<file path="config.mk">
export PLATFORM = sky130hd
export DESIGN_NAME = prod_sum_accum
export DESIGN_NICKNAME = d
export VERILOG_FILES = /design/src/rtl/prod_sum_accum_pkg.sv /design/src/rtl/prod_sum_tok_line.sv /design/src/rtl/prod_sum_accum.sv
export SDC_FILE = /design/constraint.sdc
export NUM_CORES = 1
export LEC_CHECK = 0
export CAP_MARGIN = 20
export CORE_ASPECT_RATIO = 1.25
export CORE_UTILIZATION = 56
export DETAILED_ROUTE_END_ITERATION = 10
export PLACE_DENSITY = 0.8
export SLEW_MARGIN = 0
export SYNTH_ARGS = -nofsm -noshare
export SYNTH_HDL_FRONTEND = slang
export SYNTH_SLANG_ARGS = --single-unit
export TNS_END_PERCENT = 10
</file>
<file path="constraint.sdc">
create_clock -name clk -period 2.95 [get_ports clk]
set_input_delay 0.4425 -clock clk [delete_from_list [all_inputs] [get_ports clk]]
set_output_delay 0.4425 -clock clk [all_outputs]
set_load 0.05 [all_outputs]
</file>
<file path="src/rtl/prod_sum_accum_pkg.sv">
// Shared types and helpers for the product-sum accumulator stage.
package prod_sum_accum_pkg;

  // Widest operand the helpers handle; callers size-cast results down.
  localparam int unsigned MaxW = 64;

  typedef struct packed {
    logic vld;
    logic last;
    logic tc;
  } tok_t;

  function automatic logic [MaxW-1:0] low_mask(input int unsigned w);
    return (MaxW'(1) << w) - MaxW'(1);
  endfunction

  // Largest representable value in a w-bit field, signed or unsigned.
  function automatic logic [MaxW-1:0] sat_max(input logic tc, input int unsigned w);
    return tc ? low_mask(w - 1) : low_mask(w);
  endfunction

  // Smallest representable value in a w-bit field, as a w-bit pattern.
  function automatic logic [MaxW-1:0] sat_min(input logic tc, input int unsigned w);
    return tc ? (MaxW'(1) << (w - 1)) : '0;
  endfunction

  // Sign- or zero-extend the low w bits of sum.
  function automatic logic [MaxW-1:0] ext_sum(input logic [MaxW-1:0] sum, input int unsigned w,
                                              input logic tc);
    logic sgn;
    sgn = tc & (|(sum & (MaxW'(1) << (w - 1))));
    return (sum & low_mask(w)) | (sgn ? ~low_mask(w) : '0);
  endfunction

endpackage

</file>
<file path="src/rtl/prod_sum_tok_line.sv">
// Enable-gated delay line that tracks beat tokens alongside the product-sum pipe.
module prod_sum_tok_line
  import prod_sum_accum_pkg::*;
#(
  parameter int unsigned DEPTH = 1
) (
  input  logic clk,
  input  logic rst_n,
  input  logic en,
  input  tok_t tok_in,
  output tok_t tok_out
);

  if (DEPTH == 0) begin : g_bypass
    assign tok_out = tok_in;
  end else if (DEPTH == 1) begin : g_single
    tok_t line_q;
    // Single stage advances only while the pipe is enabled.
    always_ff @(posedge clk or negedge rst_n) begin
      if (!rst_n) begin
        line_q <= '0;
      end else if (en) begin
        line_q <= tok_in;
      end
    end
    assign tok_out = line_q;
  end else begin : g_multi
    tok_t [DEPTH-1:0] line_q;
    // Shift register advances only while the pipe is enabled.
    always_ff @(posedge clk or negedge rst_n) begin
      if (!rst_n) begin
        line_q <= '0;
      end else if (en) begin
        line_q <= {line_q[DEPTH-2:0], tok_in};
      end
    end
    assign tok_out = line_q[DEPTH-1];
  end

endmodule

</file>
<file path="src/rtl/prod_sum_accum.sv">
// Accumulates product-sum pipe outputs per vector into a wide result with a
// one-entry valid/ready output register; stalls the pipe on backpressure.
module prod_sum_accum
  import prod_sum_accum_pkg::*;
#(
  parameter int unsigned SUM_WIDTH  = 4,
  parameter int unsigned NUM_STAGES = 2,
  parameter int unsigned ACC_WIDTH  = 16,
  parameter int unsigned CNT_WIDTH  = 8,
  parameter int unsigned SAT_MODE   = 1
) (
  input  logic                 clk,
  input  logic                 rst_n,
  input  logic                 in_valid,
  input  logic                 in_last,
  input  logic                 in_tc,
  output logic                 in_ready,
  output logic                 pipe_en,
  input  logic [SUM_WIDTH-1:0] pipe_sum,
  output logic                 acc_valid,
  input  logic                 acc_ready,
  output logic [ACC_WIDTH-1:0] acc_data,
  output logic                 acc_ovf,
  output logic [CNT_WIDTH-1:0] acc_beats
);

  logic                 stall;
  tok_t                 tok_in, tok_out;
  logic                 fire;
  logic [ACC_WIDTH-1:0] acc_q, acc_d, ext, sum_val;
  logic [ACC_WIDTH:0]   acc_x, ext_x, nxt;
  logic                 this_ovf;
  logic [CNT_WIDTH-1:0] cnt_q, cnt_d, cnt_inc;
  logic                 ovf_q, ovf_d;
  logic                 res_valid_q, res_valid_d;
  logic [ACC_WIDTH-1:0] res_data_q, res_data_d;
  logic                 res_ovf_q, res_ovf_d;
  logic [CNT_WIDTH-1:0] res_beats_q, res_beats_d;

  assign stall    = res_valid_q & ~acc_ready;
  assign pipe_en  = ~stall;
  assign in_ready = ~stall;
  assign tok_in   = {in_valid & in_ready, in_last, in_tc};
  assign fire     = tok_out.vld & pipe_en;

  prod_sum_tok_line #(
    .DEPTH(NUM_STAGES - 1)
  ) u_tok_line (
    .clk    (clk),
    .rst_n  (rst_n),
    .en     (pipe_en),
    .tok_in (tok_in),
    .tok_out(tok_out)
  );

  // Extend the emerging sum, add one guard bit, detect overflow and clamp.
  always_comb begin
    ext      = ACC_WIDTH'(ext_sum(MaxW'(pipe_sum), SUM_WIDTH, tok_out.tc));
    acc_x    = {tok_out.tc & acc_q[ACC_WIDTH-1], acc_q};
    ext_x    = {tok_out.tc & ext[ACC_WIDTH-1], ext};
    nxt      = acc_x + ext_x;
    this_ovf = tok_out.tc ? (nxt[ACC_WIDTH] ^ nxt[ACC_WIDTH-1]) : nxt[ACC_WIDTH];
    sum_val  = nxt[ACC_WIDTH-1:0];
    if ((SAT_MODE != 0) && this_ovf) begin
      // Guard bit is the true sign for signed; unsigned can only overflow upward.
      sum_val = (tok_out.tc && nxt[ACC_WIDTH]) ? ACC_WIDTH'(sat_min(1'b1, ACC_WIDTH))
                                               : ACC_WIDTH'(sat_max(tok_out.tc, ACC_WIDTH));
    end
    cnt_inc = (&cnt_q) ? cnt_q : cnt_q + CNT_WIDTH'(1);
  end

  // Next state for accumulator, beat count and the output register.
  always_comb begin
    acc_d       = acc_q;
    cnt_d       = cnt_q;
    ovf_d       = ovf_q;
    res_valid_d = res_valid_q;
    res_data_d  = res_data_q;
    res_ovf_d   = res_ovf_q;
    res_beats_d = res_beats_q;
    if (res_valid_q && acc_ready) begin
      res_valid_d = 1'b0;
    end
    if (fire) begin
      if (tok_out.last) begin
        res_valid_d = 1'b1;
        res_data_d  = sum_val;
        res_ovf_d   = ovf_q | this_ovf;
        res_beats_d = cnt_inc;
        acc_d       = '0;
        cnt_d       = '0;
        ovf_d       = 1'b0;
      end else begin
        acc_d = sum_val;
        cnt_d = cnt_inc;
        ovf_d = ovf_q | this_ovf;
      end
    end
  end

  // State registers.
  always_ff @(posedge clk or negedge rst_n) begin
    if (!rst_n) begin
      acc_q       <= '0;
      cnt_q       <= '0;
      ovf_q       <= 1'b0;
      res_valid_q <= 1'b0;
      res_data_q  <= '0;
      res_ovf_q   <= 1'b0;
      res_beats_q <= '0;
    end else begin
      acc_q       <= acc_d;
      cnt_q       <= cnt_d;
      ovf_q       <= ovf_d;
      res_valid_q <= res_valid_d;
      res_data_q  <= res_data_d;
      res_ovf_q   <= res_ovf_d;
      res_beats_q <= res_beats_d;
    end
  end

  assign acc_valid = res_valid_q;
  assign acc_data  = res_data_q;
  assign acc_ovf   = res_ovf_q;
  assign acc_beats = res_beats_q;

endmodule

</file>
==> metrics.log, run 1 <==
[metrics] result of the run: finished, final reports clean
[metrics] sort of element at the end of the critical path: flip-flop
[metrics] number of cells after detailed placement: roughly 490
[metrics] number of gates given a new drive strength after cts: 0
[metrics] switching power: 2.11 mW
[metrics] DR iter-0 viols: 209
[metrics] die area: between 6000 and 7000 µm²
[metrics] die height: 88.1 µm
[metrics] final count of pins violating max slew: 0
[metrics] r2r setup slk: around 0.25 ns
[metrics] Core Area: 5740 µm²
[metrics] critical path start-end classification: input port to flip-flop
[metrics] xor and xnor area share after synthesis: 0.0685
[metrics] slew at the pin closest to its max-slew limit: ~0.69 ns
[metrics] class of the worst hold path: input port to asynchronous set/reset pin
[metrics] number of sinks driven by the clock tree: 54
[metrics] EDFF count, synth: 0
[metrics] routed vias: approximately 3k
[metrics] worst clock skew: 0.00786 ns
[metrics] cells traversed along the worst timing path: clkdlybuf4s50_1 -> ha_2 -> fa_2 -> nand3_4 -> a31oi_4 -> o22ai_2 -> a211o_1 -> mux2i_4 -> nand2_2 -> buf_12 -> o21ai_0 -> a221o_1
[metrics] num ports: 38
[metrics] Synthesized Nets: 380
[metrics] Sum Neg Setup Slack: 0 ns
[metrics] via count of the first global-routing pass: slightly above 3k
[metrics] critical path startpoint category: input port
[metrics] share of synthesized cell area in and, or, nand and nor gates: 0.192
[metrics] Logic pwr share: 0.607
[metrics] starting density of the core: 0.579
[metrics] Slew headroom: 0.539
[metrics] Fmax: 0.348 GHz
[metrics] site row count: 31
[metrics] post-synthesis area per instance: 9.13 µm²
[metrics] maximum net fanout on the critical path: 8
[metrics] post-route antenna net violation count: 0
[metrics] fraction of the mapped netlist area in compound gates: 0.218
[metrics] cell area after technology mapping: 3320 µm²
[metrics] WL per Instance: 17.9 µm
[metrics] share of cell area taken by muxes after synthesis: 0.0286
[metrics] clock network fraction of design power: 0.101
[metrics] # Max-Cap Violations: 0
[metrics] Final Hold Fails: 0
[metrics] Worst Setup Slack post-DPL: -0.292 ns
[metrics] fill cell count: 464
[metrics] Clock Root Buffer: sky130_fd_sc_hd__clkbuf_8
[metrics] leak pwr: about 1.8 nW
[metrics] number of instances in the synthesized netlist: approximately 360
[metrics] design internal power: approximately 2.4 mW
[metrics] commonest register cell after synthesis: sky130_fd_sc_hd__dfrtp_1
[metrics] number of buffer cells added on primary ports: 37
[metrics] share of the clock period used by the worst path after layout: 0.974
[metrics] adder-cell share of the synthesized area: 0.0407
[metrics] crit-path max cell delay: between 0.4 and 0.5 ns
[metrics] count of hold buffers inserted by post-cts repair: 0
[metrics] TritonRoute pass-1 iters: 6
[metrics] Yosys Warn Count: 0
[metrics] largest voltage drop on the vdd net: ~0.00063 V
[metrics] worst path arrival time: between 3 and 4 ns
[metrics] number of diodes: 0
[metrics] proportion of synthesized flip-flops having asynchronous set or reset: 1.00
[metrics] first-pass GRT wire length: between 10 and 15 mm
[metrics] HPWL after DPL: 6.52 mm
[metrics] clock period minus final worst setup slack: between 2 and 3 ns
[metrics] Unique masters post-synth: between 50 and 60
[metrics] PwrDens: 1070 nW/µm²
[metrics] portion of total power attributed to sequential cells: 0.292
[metrics] maximum number of buffers from clock root to sink: 2
[metrics] worst-path cell with the longest stage delay: sky130_fd_sc_hd__clkdlybuf4s50_1
[metrics] CTS tree: yes
[metrics] switching part of the total: 0.472
[metrics] dominant combinational cell family by area after synthesis: compound AO/OA/AOI/OAI gates
[metrics] final hold slack: about 0.24 ns
[metrics] post-synthesis sequential area ratio: 0.407
[metrics] fraction of layout cells with a size suffix above 1: 0.186
[metrics] # DRC: 0
[metrics] Final nets: 444
[metrics] DIE WIDTH: 70.9 µm
[metrics] clock input transition at the sequential cells of the worst setup and hold paths: roughly 0.1 ns
[metrics] final std cells w/o fill: ~500
[metrics] pin count of the biggest net entering global routing: 55
[metrics] Seq cells post-synth: 54
[metrics] Final WS setup: approximately 0.076 ns
[metrics] clock network latency to the later pin of the worst-skew pair: about 0.31 ns
[metrics] initial antenna violation count: 0
[metrics] post-CTS setup repair buffer count: 0
[metrics] routability cong.: between 0.9 and 1
[metrics] critical path required time: about 3.2 ns
[metrics] final wirelength: between 8 and 9 mm
[metrics] final setup violation count: 0
[metrics] average vias per placed instance: a little over 6
[metrics] total global routing track utilization: 0.301
[metrics] Area growth syn-to-layout: 25.5%
[metrics] Congestion Overflow GR: 0
[metrics] number of clock buffers inserted by TritonCTS: 5
[metrics] number of H-tree branching levels: 2
-- Yosys cell counts (4+ instances only) --
cell type | number | area [µm²]
sky130_fd_sc_hd__and3_1 | 8 | 50.1
sky130_fd_sc_hd__ha_1 | 5 | 62.6
sky130_fd_sc_hd__nand2_1 | 48 | 180
sky130_fd_sc_hd__o22a_1 | 7 | 61.3
sky130_fd_sc_hd__xor2_1 | 13 | 114
sky130_fd_sc_hd__clkbuf_1 | 14 | 52.6
sky130_fd_sc_hd__o21ai_0 | 21 | 105
sky130_fd_sc_hd__mux2i_1 | 5 | 50.1
sky130_fd_sc_hd__buf_2 | 7 | 35.0
sky130_fd_sc_hd__nand2b_1 | 5 | 31.3
sky130_fd_sc_hd__nor4_1 | 4 | 25.0
sky130_fd_sc_hd__nor2_1 | 19 | 71.3
sky130_fd_sc_hd__buf_4 | 4 | 30.0
sky130_fd_sc_hd__nor3_1 | 10 | 50.1
sky130_fd_sc_hd__a21oi_1 | 29 | 145
sky130_fd_sc_hd__dfrtp_1 | 54 | 1350
sky130_fd_sc_hd__a31oi_1 | 9 | 56.3
sky130_fd_sc_hd__nand3_1 | 12 | 60.1
sky130_fd_sc_hd__xnor2_1 | 13 | 114
sky130_fd_sc_hd__a221o_1 | 17 | 170
-- area by class of cell --
type,instances,area [µm²],area share
Multi-Input combinational cell,279,1870,0.448
Sequential cell,54,1350,0.324
Timing Repair Buffer,84,751,0.180
Clock buffer,6,82.6,0.0198
Tap cell,66,82.6,0.0198
Inverter,4,17.5,0.00420
Clock inverter,2,16.3,0.00390
-- power by group through the flow --
stage               Sequential, mW  Clock (mW)  Combinational [mW]
floorplan                     1.65           0                1.43
global placement              1.30           0                2.58
detailed placement            1.31           0                2.64
CTS                           1.30       0.460                2.65
global route                  1.35       0.482                2.91
finish                        1.31       0.449                2.71
-- sequential cells by signal, indices dropped and copies added, names as in the netlist --
register and flops:
acc_beats 8, cnt_q 8, u_tok_line.tok_out 3, ovf_q 1, acc_valid 1, acc_data 16
acc_q 16, acc_ovf 1
-- worst max-delay path, delay by kind of cell --
family,cells,cell delay [ns]
muxes,1,0.25
buffers and inverters,2,0.61
AOI/OAI and AO/OA,5,1.07
and+or+nand+nor,2,0.27
adders and majority gates,2,0.44
-- cells by family after synthesis --
kind of cell / after synthesis
DFF: 54
xor gates and xnor gates: 26
muxes: 8
buffers and inverters: 31
adders and majority gates: 11
AOI/OAI and AO/OA: 107
and+or+nand+nor: 127
-- path summary, 6_finish.rpt --
kind	from	endpoint	cells after the start
setup / recovery	pipe_sum[0]	acc_q[3]	12
hold / removal	rst_n	acc_beats[7]	2
setup reg to reg	u_tok_line.tok_out[0]	acc_q[3]	9
hold reg to reg	acc_beats[2]	acc_beats[2]	2
max in group asynchronous	rst_n	acc_data[8]	2
min in group clk	acc_beats[2]	acc_beats[2]	2
-- routing by layer --
| metal | global-route usage | wire length (µm) | share of wire |
|---|---|---|---|
| met1 | 0.342 | 3450 | 0.39 |
| met2 | 0.562 | 4780 | 0.54 |
| met3 | 0.0357 | 341 | 0.038 |
| met4 | 0.147 | 290 | 0.033 |
| met5 | 0 | 0 | 0 |
-- through the flow --
step	power [mW]	utilization	cell area (µm²)
floorplan	3.08	-	3320
global placement	3.88	0.700	4020
detailed placement	3.95	0.700	4020
CTS	4.41	0.717	4120
global route	4.74	0.727	4170
finish	4.47	0.727	4170
-- cell usage in the layout (no fill, tap or decap), drive strengths merged, types with 2 or more instances in the layout --
cell and instances:
a21o 2, a21oi 29, a221o 17, a22o 2, a22oi 2, a31oi 9
and2 3, and3 8, buf 48, clkbuf 6, clkdlybuf4s50 36, dfrtp 54
ha 5, inv 5, maj3 5, mux2 2, mux2i 6, nand2 49
nand2b 5, nand3 12, nor2 21, nor2b 2, nor3 13, nor4 4
o211ai 3, o21a 3, o21ai 24, o22a 7, o22ai 4, o31ai 3
or2 2, xnor2 13, xor2 13
(Power assumes the default switching activity.)
==> run 2: changes to the inputs <==
--- a/config.mk
+++ b/config.mk
@@ -5,6 +5,7 @@
 export SDC_FILE = /design/constraint.sdc
 export NUM_CORES = 1
 export LEC_CHECK = 0
+export ABC_CLOCK_PERIOD_IN_PS = 2950
 export CAP_MARGIN = 20
 export CORE_ASPECT_RATIO = 1.25
 export CORE_UTILIZATION = 56
==> results of run 2 <==
Final layout, timing and power as in run 1 (identical DEF).
==> run 3: changes to the inputs <==
--- a/config.mk
+++ b/config.mk
@@ -11,6 +11,7 @@
 export CORE_UTILIZATION = 56
 export DETAILED_ROUTE_END_ITERATION = 10
 export PLACE_DENSITY = 0.8
+export SKIP_LAST_GASP = 1
 export SLEW_MARGIN = 0
 export SYNTH_ARGS = -nofsm -noshare
 export SYNTH_HDL_FRONTEND = slang
==> run 3 against run 2 <==
Compared with the run above: sequential power about the same; die area unchanged; critical path type unchanged; via count about the same; global-route usage unchanged; register-to-register slack better by 0.03 ns; largest power group unchanged; sequential share of layout area unchanged; first-iteration DRC count down 9.1%; largest cell class unchanged; clock skew up 0.0013 ns; combinational power about the same.
==> metrics.log, run 3 (synthesized netlist as in run 1, its figures left out) <==
[metrics] site row count: 31 (unchanged)
[metrics] pin count of the biggest net entering global routing: 55 (unchanged)
[metrics] worst-path cell with the longest stage delay: sky130_fd_sc_hd__clkdlybuf4s50_1
[metrics] Clock Root Buffer: sky130_fd_sc_hd__clkbuf_8
[metrics] Fmax: 0.347 GHz (-0.24%)
[metrics] commonest cells after routing, fill and taps aside: sky130_fd_sc_hd__dfrtp_1, sky130_fd_sc_hd__nand2_1, sky130_fd_sc_hd__buf_4
[metrics] die height: 88.1 µm (unchanged)
[metrics] number of sinks driven by the clock tree: 54 (unchanged)
[metrics] number of buffer cells added on primary ports: 37 (unchanged)
[metrics] maximum net fanout on the critical path: 8 (unchanged)
[metrics] critical path start-end classification: input port to flip-flop
[metrics] via count of the first global-routing pass: 3057 (unchanged)
[metrics] DIE WIDTH: 70.9 µm (unchanged)
[metrics] clock input transition at the sequential cells of the worst setup and hold paths: 0.10 ns (about the same)
[metrics] reg2reg start: u_tok_line.tok_out[0]
[metrics] PwrDens: 1070 nW/µm² (about the same)
[metrics] class of the worst hold path: input port to asynchronous set/reset pin
[metrics] cells traversed along the worst timing path: clkdlybuf4s50_1 -> ha_2 -> fa_2 -> nand3_4 -> a31oi_4 -> o22ai_2 -> a211o_1 -> mux2i_4 -> nand2_2 -> buf_12 -> o21ai_0 -> a221o_1
[metrics] RSZ-0062 raised after global routing: yes
[metrics] critical path required time: 3.15 ns (about the same)
[metrics] # Max-Cap Violations: 0 (unchanged)
[metrics] share of the clock period used by the worst path after layout: 0.977 (+0.00235)
[metrics] average vias per placed instance: 6.20 (about the same)
[metrics] Final WS setup: 0.0689 ns (-0.00693 ns)
[metrics] final wirelength: 8.77 mm (-1.0%)
[metrics] starting density of the core: 0.579 (unchanged)
[metrics] sort of element at the end of the critical path: flip-flop
[metrics] Slew headroom: 0.543 (+0.00392)
[metrics] num ports: 38 (unchanged)
[metrics] Final nets: 444 (unchanged)
[metrics] total global routing track utilization: 0.301 (unchanged)
[metrics] # DRC: 0 (unchanged)
[metrics] maximum number of buffers from clock root to sink: 2 (unchanged)
[metrics] count of hold buffers inserted by post-cts repair: 0 (unchanged)
[metrics] WL per Instance: 17.7 µm (-1.0%)
[metrics] fraction of layout cells with a size suffix above 1: 0.186 (unchanged)
[metrics] number of diodes: 0 (unchanged)
[metrics] Sum Neg Setup Slack: 0 ns (unchanged)
[metrics] fill cell count: 464 (unchanged)
[metrics] clock network latency to the later pin of the worst-skew pair: 0.31 ns (about the same)
[metrics] slew at the pin closest to its max-slew limit: 0.686 ns (-0.00588 ns)
[metrics] number of H-tree branching levels: 2 (unchanged)
[metrics] number of clock buffers inserted by TritonCTS: 5 (unchanged)
[metrics] leak pwr: 1.81 nW (about the same)
[metrics] DR iter-0 viols: 190 (-9.1%)
[metrics] result of the run: finished, final reports clean
[metrics] Final Util: 0.727 (unchanged)
[metrics] final count of pins violating max slew: 0 (unchanged)
[metrics] initial antenna violation count: 0 (unchanged)
[metrics] Area after DPL: 4020 µm² (unchanged)
[metrics] sequential cell area: 1350 µm² (unchanged)
[metrics] first-pass GRT wire length: 14.6 mm (unchanged)
[metrics] HPWL after DPL: 6.52 mm (unchanged)
[metrics] post-route antenna net violation count: 0 (unchanged)
[metrics] Congestion Overflow GR: 0 (unchanged)
[metrics] final hold slack: 0.236 ns (-0.00368 ns)
[metrics] Final Hold Fails: 0 (unchanged)
[metrics] routability cong.: 0.926 (unchanged)
[metrics] TritonRoute pass-1 iters: 6 (unchanged)
[metrics] area of the multi-input gates: 1870 µm² (unchanged)
[metrics] die area: 6250 µm² (unchanged)
[metrics] critical path startpoint category: input port
[metrics] commonest non-fill, non-tap cell in the layout: sky130_fd_sc_hd__dfrtp_1
[metrics] CTS tree: yes
[metrics] final setup violation count: 0 (unchanged)
[metrics] Core Area: 5740 µm² (unchanged)
[metrics] worst path arrival time: 3.08 ns (about the same)
[metrics] Critical path origin: pipe_sum[0]
[metrics] Worst Setup Slack post-DPL: -0.292 ns (unchanged)
[metrics] Post-Layout Inst Area: 4170 µm² (unchanged)
[metrics] largest voltage drop on the vdd net: 0.000625 V (about the same)
[metrics] worst clock skew: 0.00915 ns (+0.00129 ns)
[metrics] crit-path max cell delay: 0.48 ns (about the same)
[metrics] number of buffer and inverter instances along the worst setup path: 2 (unchanged)
[metrics] routed vias: 3070 (+0.065%)
[metrics] CP top delay family: compound AO/OA/AOI/OAI gates
[metrics] Area growth syn-to-layout: 25.5% (unchanged)
[metrics] clock period minus final worst setup slack: 2.88 ns (+0.00693 ns)
==> run 3: cell counts in the layout (fill, tap and decap cells not counted) <==
Identical to the previous run, type by type.
==> run 3: what timing repair did <==
item                                    in CTS  in global routing
endpoints found under the setup margin       0                 30
endpoints found under the hold margin        0                  0
buffers inserted                             0                  0
resized for setup                            0                 12
==> run 3: worst paths after layout <==
check | endpoint | slack [ns] | cells past startpoint
setup / recovery | acc_q[3] | 0.07 | 12
hold / removal | acc_beats[7] | 0.24 | 2
setup reg to reg | acc_q[3] | 0.28 | 9
hold reg to reg | acc_beats[2] | 0.50 | 2
max in group asynchronous | acc_data[8] | 2.24 | 2
min in group clk | acc_beats[2] | 0.50 | 2
==> run 3: worst reg2reg max path, delay by kind of cell, from the launching register on <==
kind	cells	cell delay, ns
flops	1	0.63
mux	1	0.25
buf+inv	1	0.13
compound gates	5	1.09
simple gates	2	0.46
==> run 3: layout make-up <==
class | instances | share of cell area
Tap cell | 66 | 0.0198
Clock inverter | 2 | 0.00390
Inverter | 4 | 0.00420
Timing Repair Buffer | 84 | 0.180
Multi-Input combinational cell | 279 | 0.448
Clock buffer | 6 | 0.0198
Sequential cell | 54 | 0.324
==> run 3: layer usage <==
layer | routed length (µm) | global-route usage | vias to the layer above
met5 | 0 | 0 | -
met1 | 3410 | 0.342 | 1497
met4 | 275 | 0.147 | 0
met3 | 322 | 0.0357 | 24
li1 | - | - | 1455
met2 | 4760 | 0.562 | 94
==> run 3: per-stage QoR <==
stage,instances,power [mW]
floorplan,364,3.08
global placement,487,3.88
detailed placement,487,3.95
CTS,495,4.41
global route,495,4.74
finish,495,4.46
==> run 3: report_power, final <==
part / internal [mW] / switching, mW
logic: 1.17 / 1.54
registers: 1.00 / 0.303
clock network: 0.194 / 0.257
